$ cat config.mk
export PLATFORM = sky130hd
export DESIGN_NAME = uart_tx
export DESIGN_NICKNAME = d
export VERILOG_FILES = /design/src/rtl/uart_tx.sv
export SDC_FILE = /design/constraint.sdc
export NUM_CORES = 1
export LEC_CHECK = 0
export ABC_AREA = 1
export CAP_MARGIN = 20
export CORE_MARGIN = 1
export CORE_UTILIZATION = 55
export DETAILED_ROUTE_END_ITERATION = 16
export GPL_TIMING_DRIVEN = 0
export PLACE_DENSITY = 0.78
export SLEW_MARGIN = 20
export SYNTH_ARGS = -nofsm -noshare
export SYNTH_HDL_FRONTEND = slang
export SYNTH_SLANG_ARGS = --single-unit
$ cat constraint.sdc
create_clock -name clk -period 1.7 [get_ports clk]
set_input_delay 0.34 -clock clk [delete_from_list [all_inputs] [get_ports clk]]
set_output_delay 0.34 -clock clk [all_outputs]
set_load 0.02 [all_outputs]
$ cat src/rtl/uart_tx.sv
// uart_tx: parallel-in, serial-out UART transmitter.
//   Takes a W_IN-bit word on a valid/ready handshake and sends it as
//   NUM_WORDS = W_IN/BITS_PER_WORD serial frames, least-significant word
//   first. Each frame is: start (0), data bits LSB first, optional even
//   parity, stop (1). Every bit lasts CLOCKS_PER_PULSE clk cycles.
// Ports:
//   clk      in   clock, rising edge
//   rstn     in   asynchronous active-low reset
//   s_valid  in   upstream word valid
//   s_ready  out  high only while idle (registered)
//   s_data   in   W_IN-bit word, captured on handshake
//   tx       out  serial line, idle high (registered)
// Build option: define UART_TX_PARITY_EN to add an even-parity bit after
//   the data bits of every frame.
module uart_tx #(
  parameter int CLOCKS_PER_PULSE = 4,
  parameter int BITS_PER_WORD    = 8,
  parameter int W_IN             = 16
) (
  input  logic            clk,
  input  logic            rstn,
  input  logic            s_valid,
  output logic            s_ready,
  input  logic [W_IN-1:0] s_data,
  output logic            tx
);
  localparam int NUM_WORDS = W_IN / BITS_PER_WORD;
  localparam int CW = $clog2(CLOCKS_PER_PULSE);
  localparam int BW = (BITS_PER_WORD > 1) ? $clog2(BITS_PER_WORD) : 1;
  localparam int WW = (NUM_WORDS > 1) ? $clog2(NUM_WORDS) : 1;

  localparam logic [CW-1:0] C_LAST = CW'(CLOCKS_PER_PULSE - 1);
  localparam logic [BW-1:0] B_LAST = BW'(BITS_PER_WORD - 1);
  localparam logic [WW-1:0] W_LAST = WW'(NUM_WORDS - 1);

`ifdef UART_TX_PARITY_EN
  typedef enum logic [2:0] {IDLE, START, DATA, PARITY, STOP} state_t;
`else
  typedef enum logic [1:0] {IDLE, START, DATA, STOP} state_t;
`endif

  state_t          state;
  logic [CW-1:0]   clk_cnt;
  logic [BW-1:0]   bit_cnt;
  logic [WW-1:0]   word_cnt;
  logic [W_IN-1:0] shreg;
`ifdef UART_TX_PARITY_EN
  logic            par;
`endif

  // shreg shifts right once per data bit, so after one word's bits have
  // gone out, shreg[0] already holds bit 0 of the next word.
  always_ff @(posedge clk or negedge rstn) begin
    if (!rstn) begin
      state    <= IDLE;
      clk_cnt  <= '0;
      bit_cnt  <= '0;
      word_cnt <= '0;
      shreg    <= '0;
      tx       <= 1'b1;
      s_ready  <= 1'b1;
`ifdef UART_TX_PARITY_EN
      par      <= 1'b0;
`endif
    end else begin
      case (state)
        IDLE: begin
          tx <= 1'b1;
          if (s_valid && s_ready) begin
            shreg   <= s_data;
            state   <= START;
            tx      <= 1'b0;
            s_ready <= 1'b0;
            clk_cnt <= '0;
          end
        end
        START: begin
          if (clk_cnt == C_LAST) begin
            clk_cnt <= '0;
            state   <= DATA;
            tx      <= shreg[0];
            shreg   <= shreg >> 1;
`ifdef UART_TX_PARITY_EN
            par     <= shreg[0];
`endif
          end else begin
            clk_cnt <= clk_cnt + 1'b1;
          end
        end
        DATA: begin
          if (clk_cnt == C_LAST) begin
            clk_cnt <= '0;
            if (bit_cnt == B_LAST) begin
              bit_cnt <= '0;
`ifdef UART_TX_PARITY_EN
              state   <= PARITY;
              tx      <= par;
`else
              state   <= STOP;
              tx      <= 1'b1;
`endif
            end else begin
              bit_cnt <= bit_cnt + 1'b1;
              tx      <= shreg[0];
              shreg   <= shreg >> 1;
`ifdef UART_TX_PARITY_EN
              par     <= par ^ shreg[0];
`endif
            end
          end else begin
            clk_cnt <= clk_cnt + 1'b1;
          end
        end
`ifdef UART_TX_PARITY_EN
        PARITY: begin
          if (clk_cnt == C_LAST) begin
            clk_cnt <= '0;
            state   <= STOP;
            tx      <= 1'b1;
          end else begin
            clk_cnt <= clk_cnt + 1'b1;
          end
        end
`endif
        STOP: begin
          if (clk_cnt == C_LAST) begin
            clk_cnt <= '0;
            if (word_cnt == W_LAST) begin
              word_cnt <= '0;
              state    <= IDLE;
              s_ready  <= 1'b1;
            end else begin
              word_cnt <= word_cnt + 1'b1;
              state    <= START;
              tx       <= 1'b0;
            end
          end else begin
            clk_cnt <= clk_cnt + 1'b1;
          end
        end
        default: begin
          state   <= IDLE;
          tx      <= 1'b1;
          s_ready <= 1'b1;
        end
      endcase
    end
  end
endmodule

==> impl_metrics.py <==
metrics = {
    "yosys": {
        "post_synth_inst_count": 210,
        "yosysUniqueCellTypes": 24,
        "yosys.area_share.adder": 0.0678,
        "ys_seq_area_frac": 0.393,
        "synth_simple_gate_area_frac": 0.271,
        "synth_compound_area_frac": 0.169,
        "post_synthesis_xor_xnor_area_fraction": 0,
        "ys_seq_elements": 26,
        "post_synth_edffs": 0,
        "synthMuxAreaShare": 0,
        "synth.avg_cell_area_sq_um": 7.91,
        "synthesis.nets": 238,
        "synth_ff_type": "dfrtp_1",
        "yosysWarningCount": 0,
        "total_standard_cell_area_after_synthesis_sq_um": 1660,
        "synth_async_sr_flop_share": 1.00,
        "dominant_combinational_cell_family_by_area_after_synthesis": "simple AND/OR/NAND/NOR gates",
    },
    "die": {
        "die_width_um": 57.0,
        "io-pin-count": 21,
        "die_h_um": 57.0,
        "initial_utilization": 0.592,
        "die_area_sq_um": 3250,
        "coreArea_sq_um": 2810,
        "placementRows": 19,
    },
    "finish": {
        "instances_no_fill": 269,
        "syn2layout_area_growth_pct": 18.8,
        "finalNetCount": 267,
        "finish.utilization": 0.704,
        "post_route_cells_drive_above_1_share": 0.160,
        "n_antenna_cell": 0,
    },
    "critical_path": {
        "timing.critical_path.to_type": "flop",
        "crit_path_slowest_cell": "dfrtp_1",
        "cp.arrival_ns": 1.83,
        "critPathMaxFanout": 10,
        "worstSetupPathDepth": 8,
        "r2r_cells": 8,
        "criticalPathCategory": "flop to flop",
        "critical_path.max_stage_delay_ns": 0.41,
        "timing.critical_path.max_delay_family": "flip-flops",
        "start_kind": "flop",
        "crit_buf_inv": 2,
        "required_ns": 1.92,
        "critical_path_cell_by_cell": "inv_1 > ha_2 > nor2_4 > nand2_2 > nand2_4 > buf_6 > o21bai_2 > nand2_1",
    },
    "clock_network": {
        "cts.htree.levels": 1,
        "cts-root-to-sink-buffers": 2,
        "clock-root-buffer": "clkbuf_4",
        "clock_sink_count": 26,
        "insertion_delay_to_the_later_sink_of_the_worst_skew_pair_ns": 0.33,
        "cts_bufs_inserted": 3,
        "cts.clk_slew.worst_paths_ns": 0.15,
        "cts_tree": "yes",
    },
    "timing": {
        "final_min_period_over_clock_period": 0.945,
        "skew_ns": 0.0119,
        "tightest_slew_ns": 0.595,
        "period_minus_slack_ns": 1.61,
        "worst_slew_margin": 0.603,
        "timing.final.hold_violations": 0,
        "final-max-slew-violation-count": 0,
        "finalSetupViolCount": 0,
        "layout_setup_ws_ns": 0.0939,
        "maxClockFrequency_ghz": 0.623,
    },
    "hold_path": {
        "holdPathStages": 2,
        "worstHoldPathType": "flop to flop",
    },
    "route": {
        "routed-via-count": 1453,
        "first_iter_violations": 85,
        "remaining_routing_drc_violations": 2,
        "post_drt_via_cell_ratio": 5.40,
        "drt-pass1-iter-count": 10,
        "ant_nets": 0,
        "wirelength_um": 3510,
        "detail_route.wl_per_cell_um": 13.0,
    },
    "placed_design": {
        "number_of_cells_in_the_design_after_placement": 261,
        "port_buffers": 20,
        "detailed_place_hpwl_um": 2460,
        "finalWeightedCongestion": 0.808,
        "dp_worst_setup_slack_ns": -0.0586,
    },
    "pwr": {
        "design_power_total_w": 0.000970,
        "max-vdd-ir-drop_uv": 369,
        "total_leakage_power_nw": 0.999,
        "powerDensity_nw_per_um2": 491,
    },
    "outcome": {
        "run_status": "finished, violations left",
        "violated_checks": "design-rule violations",
    },
    "run": {
        "cap_viol_max_count": 0,
    },
    "global_routing": {
        "grt_pass1_wl_um": 5820,
        "grt-ovfl-total": 0,
        "grt_max_degree": 27,
        "first_global_vias": 1377,
        "number_of_antenna_violations_at_the_first_check_in_global_routing": 0,
        "groute.usage.overall": 0.226,
    },
}
-- repair_timing --
item	in CTS	in global routing
hold endpoints to repair	13	0
setup buffers	2	1
hold buffers	1	0
endpoints found under the setup margin	6	13
resized for setup	2	5
-- worst register-to-register path: stages (launching register included) --
cell and delay [ns]:
dfrtp_1 0.41, inv_1 0.15, ha_2 0.33, nor2_4 0.07, nand2_2 0.10, nand2_4 0.09, buf_6 0.17, o21bai_2 0.10
nand2_1 0.07
-- cells in the mapped netlist, types with 3 or more instances --
| library cell | count | area [sq um] |
|---|---|---|
| nand2_1 | 49 | 184 |
| buf_6 | 3 | 33.8 |
| inv_1 | 27 | 101 |
| ha_1 | 9 | 113 |
| o21bai_1 | 6 | 45.0 |
| dfrtp_1 | 24 | 601 |
| nor2_1 | 19 | 71.3 |
| o21bai_2 | 10 | 113 |
| nand2_2 | 3 | 18.8 |
| buf_2 | 3 | 15.0 |
| o21ai_0 | 5 | 25.0 |
| nand3_1 | 23 | 115 |
| a21oi_1 | 15 | 75.1 |
-- worst paths after layout --
kind	slack, ns	from	to
min	0.48	s_ready	s_ready
max in group asynchronous	0.76	rstn	shreg[0]
min in group asynchronous	0.54	rstn	shreg[5]
min reg2reg	0.48	s_ready	s_ready
max reg2reg	0.09	state[0]	shreg[9]
max	0.09	state[0]	shreg[9]
-- placed cells by master, fill, tap and decap left out, drive strengths merged --
cell	n
nor2	22
o21bai	16
inv	28
nand3	23
o21ai	8
buf	11
dfrtp	24
a21oi	15
clkinv	1
dlygate4sd3	1
dfstp	2
clkbuf	4
nand2	53
nand4	2
ha	9
dlygate4sd2	2
clkdlybuf4s50	17
-- report_power, final --
part,internal (W),switching (W)
sequential,0.000619,0
clock,0.0000920,0.000188
combinational,0.0000437,0.0000274
-- registers in the layout (all words and copies together), names as in the netlist --
name and count:
word_cnt 1, state 2, s_ready 1, clk_cnt 2, bit_cnt 3, tx 1
shreg 16
-- kinds of logic (layout without fill, tap and decap cells) --
group,Yosys count,in the layout
AOI/OAI and AO/OA,39,39
adders and majority gates,9,9
and+or+nand+nor,100,100
DFF,26,26
buffers and inverters,36,64
-- stage by stage --
step | hold WS [ns] | TNS (ns) | area [sq um]
3_3_place_gp | 0.457 | -0.946 | 1900
3_5_place_dp | 0.375 | -0.432 | 1900
5_1_grt | 0.512 | -0.0124 | 1970
2_1_floorplan | 0.0444 | 0 | 1660
4_1_cts | 0.484 | 0 | 1940
6_report | 0.479 | 0 | 1970
-- metal layers --
metal,global-route usage,share of wire
met3,0.0204,0.035
met2,0.390,0.50
met4,0.0697,0.013
met5,0,0
met1,0.304,0.46
-- final cells by class --
cell class                 instances  area, sq um
clock buffer                       4         26.3
fill                             237          831
inverter                          29          109
multi-input combinational        148          866
sequential                        26          653
timing repair buffer              24          225
buffer                             7         56.3
tap                               31         38.8
No activity file was read; power rests on OpenSTA's default activity.
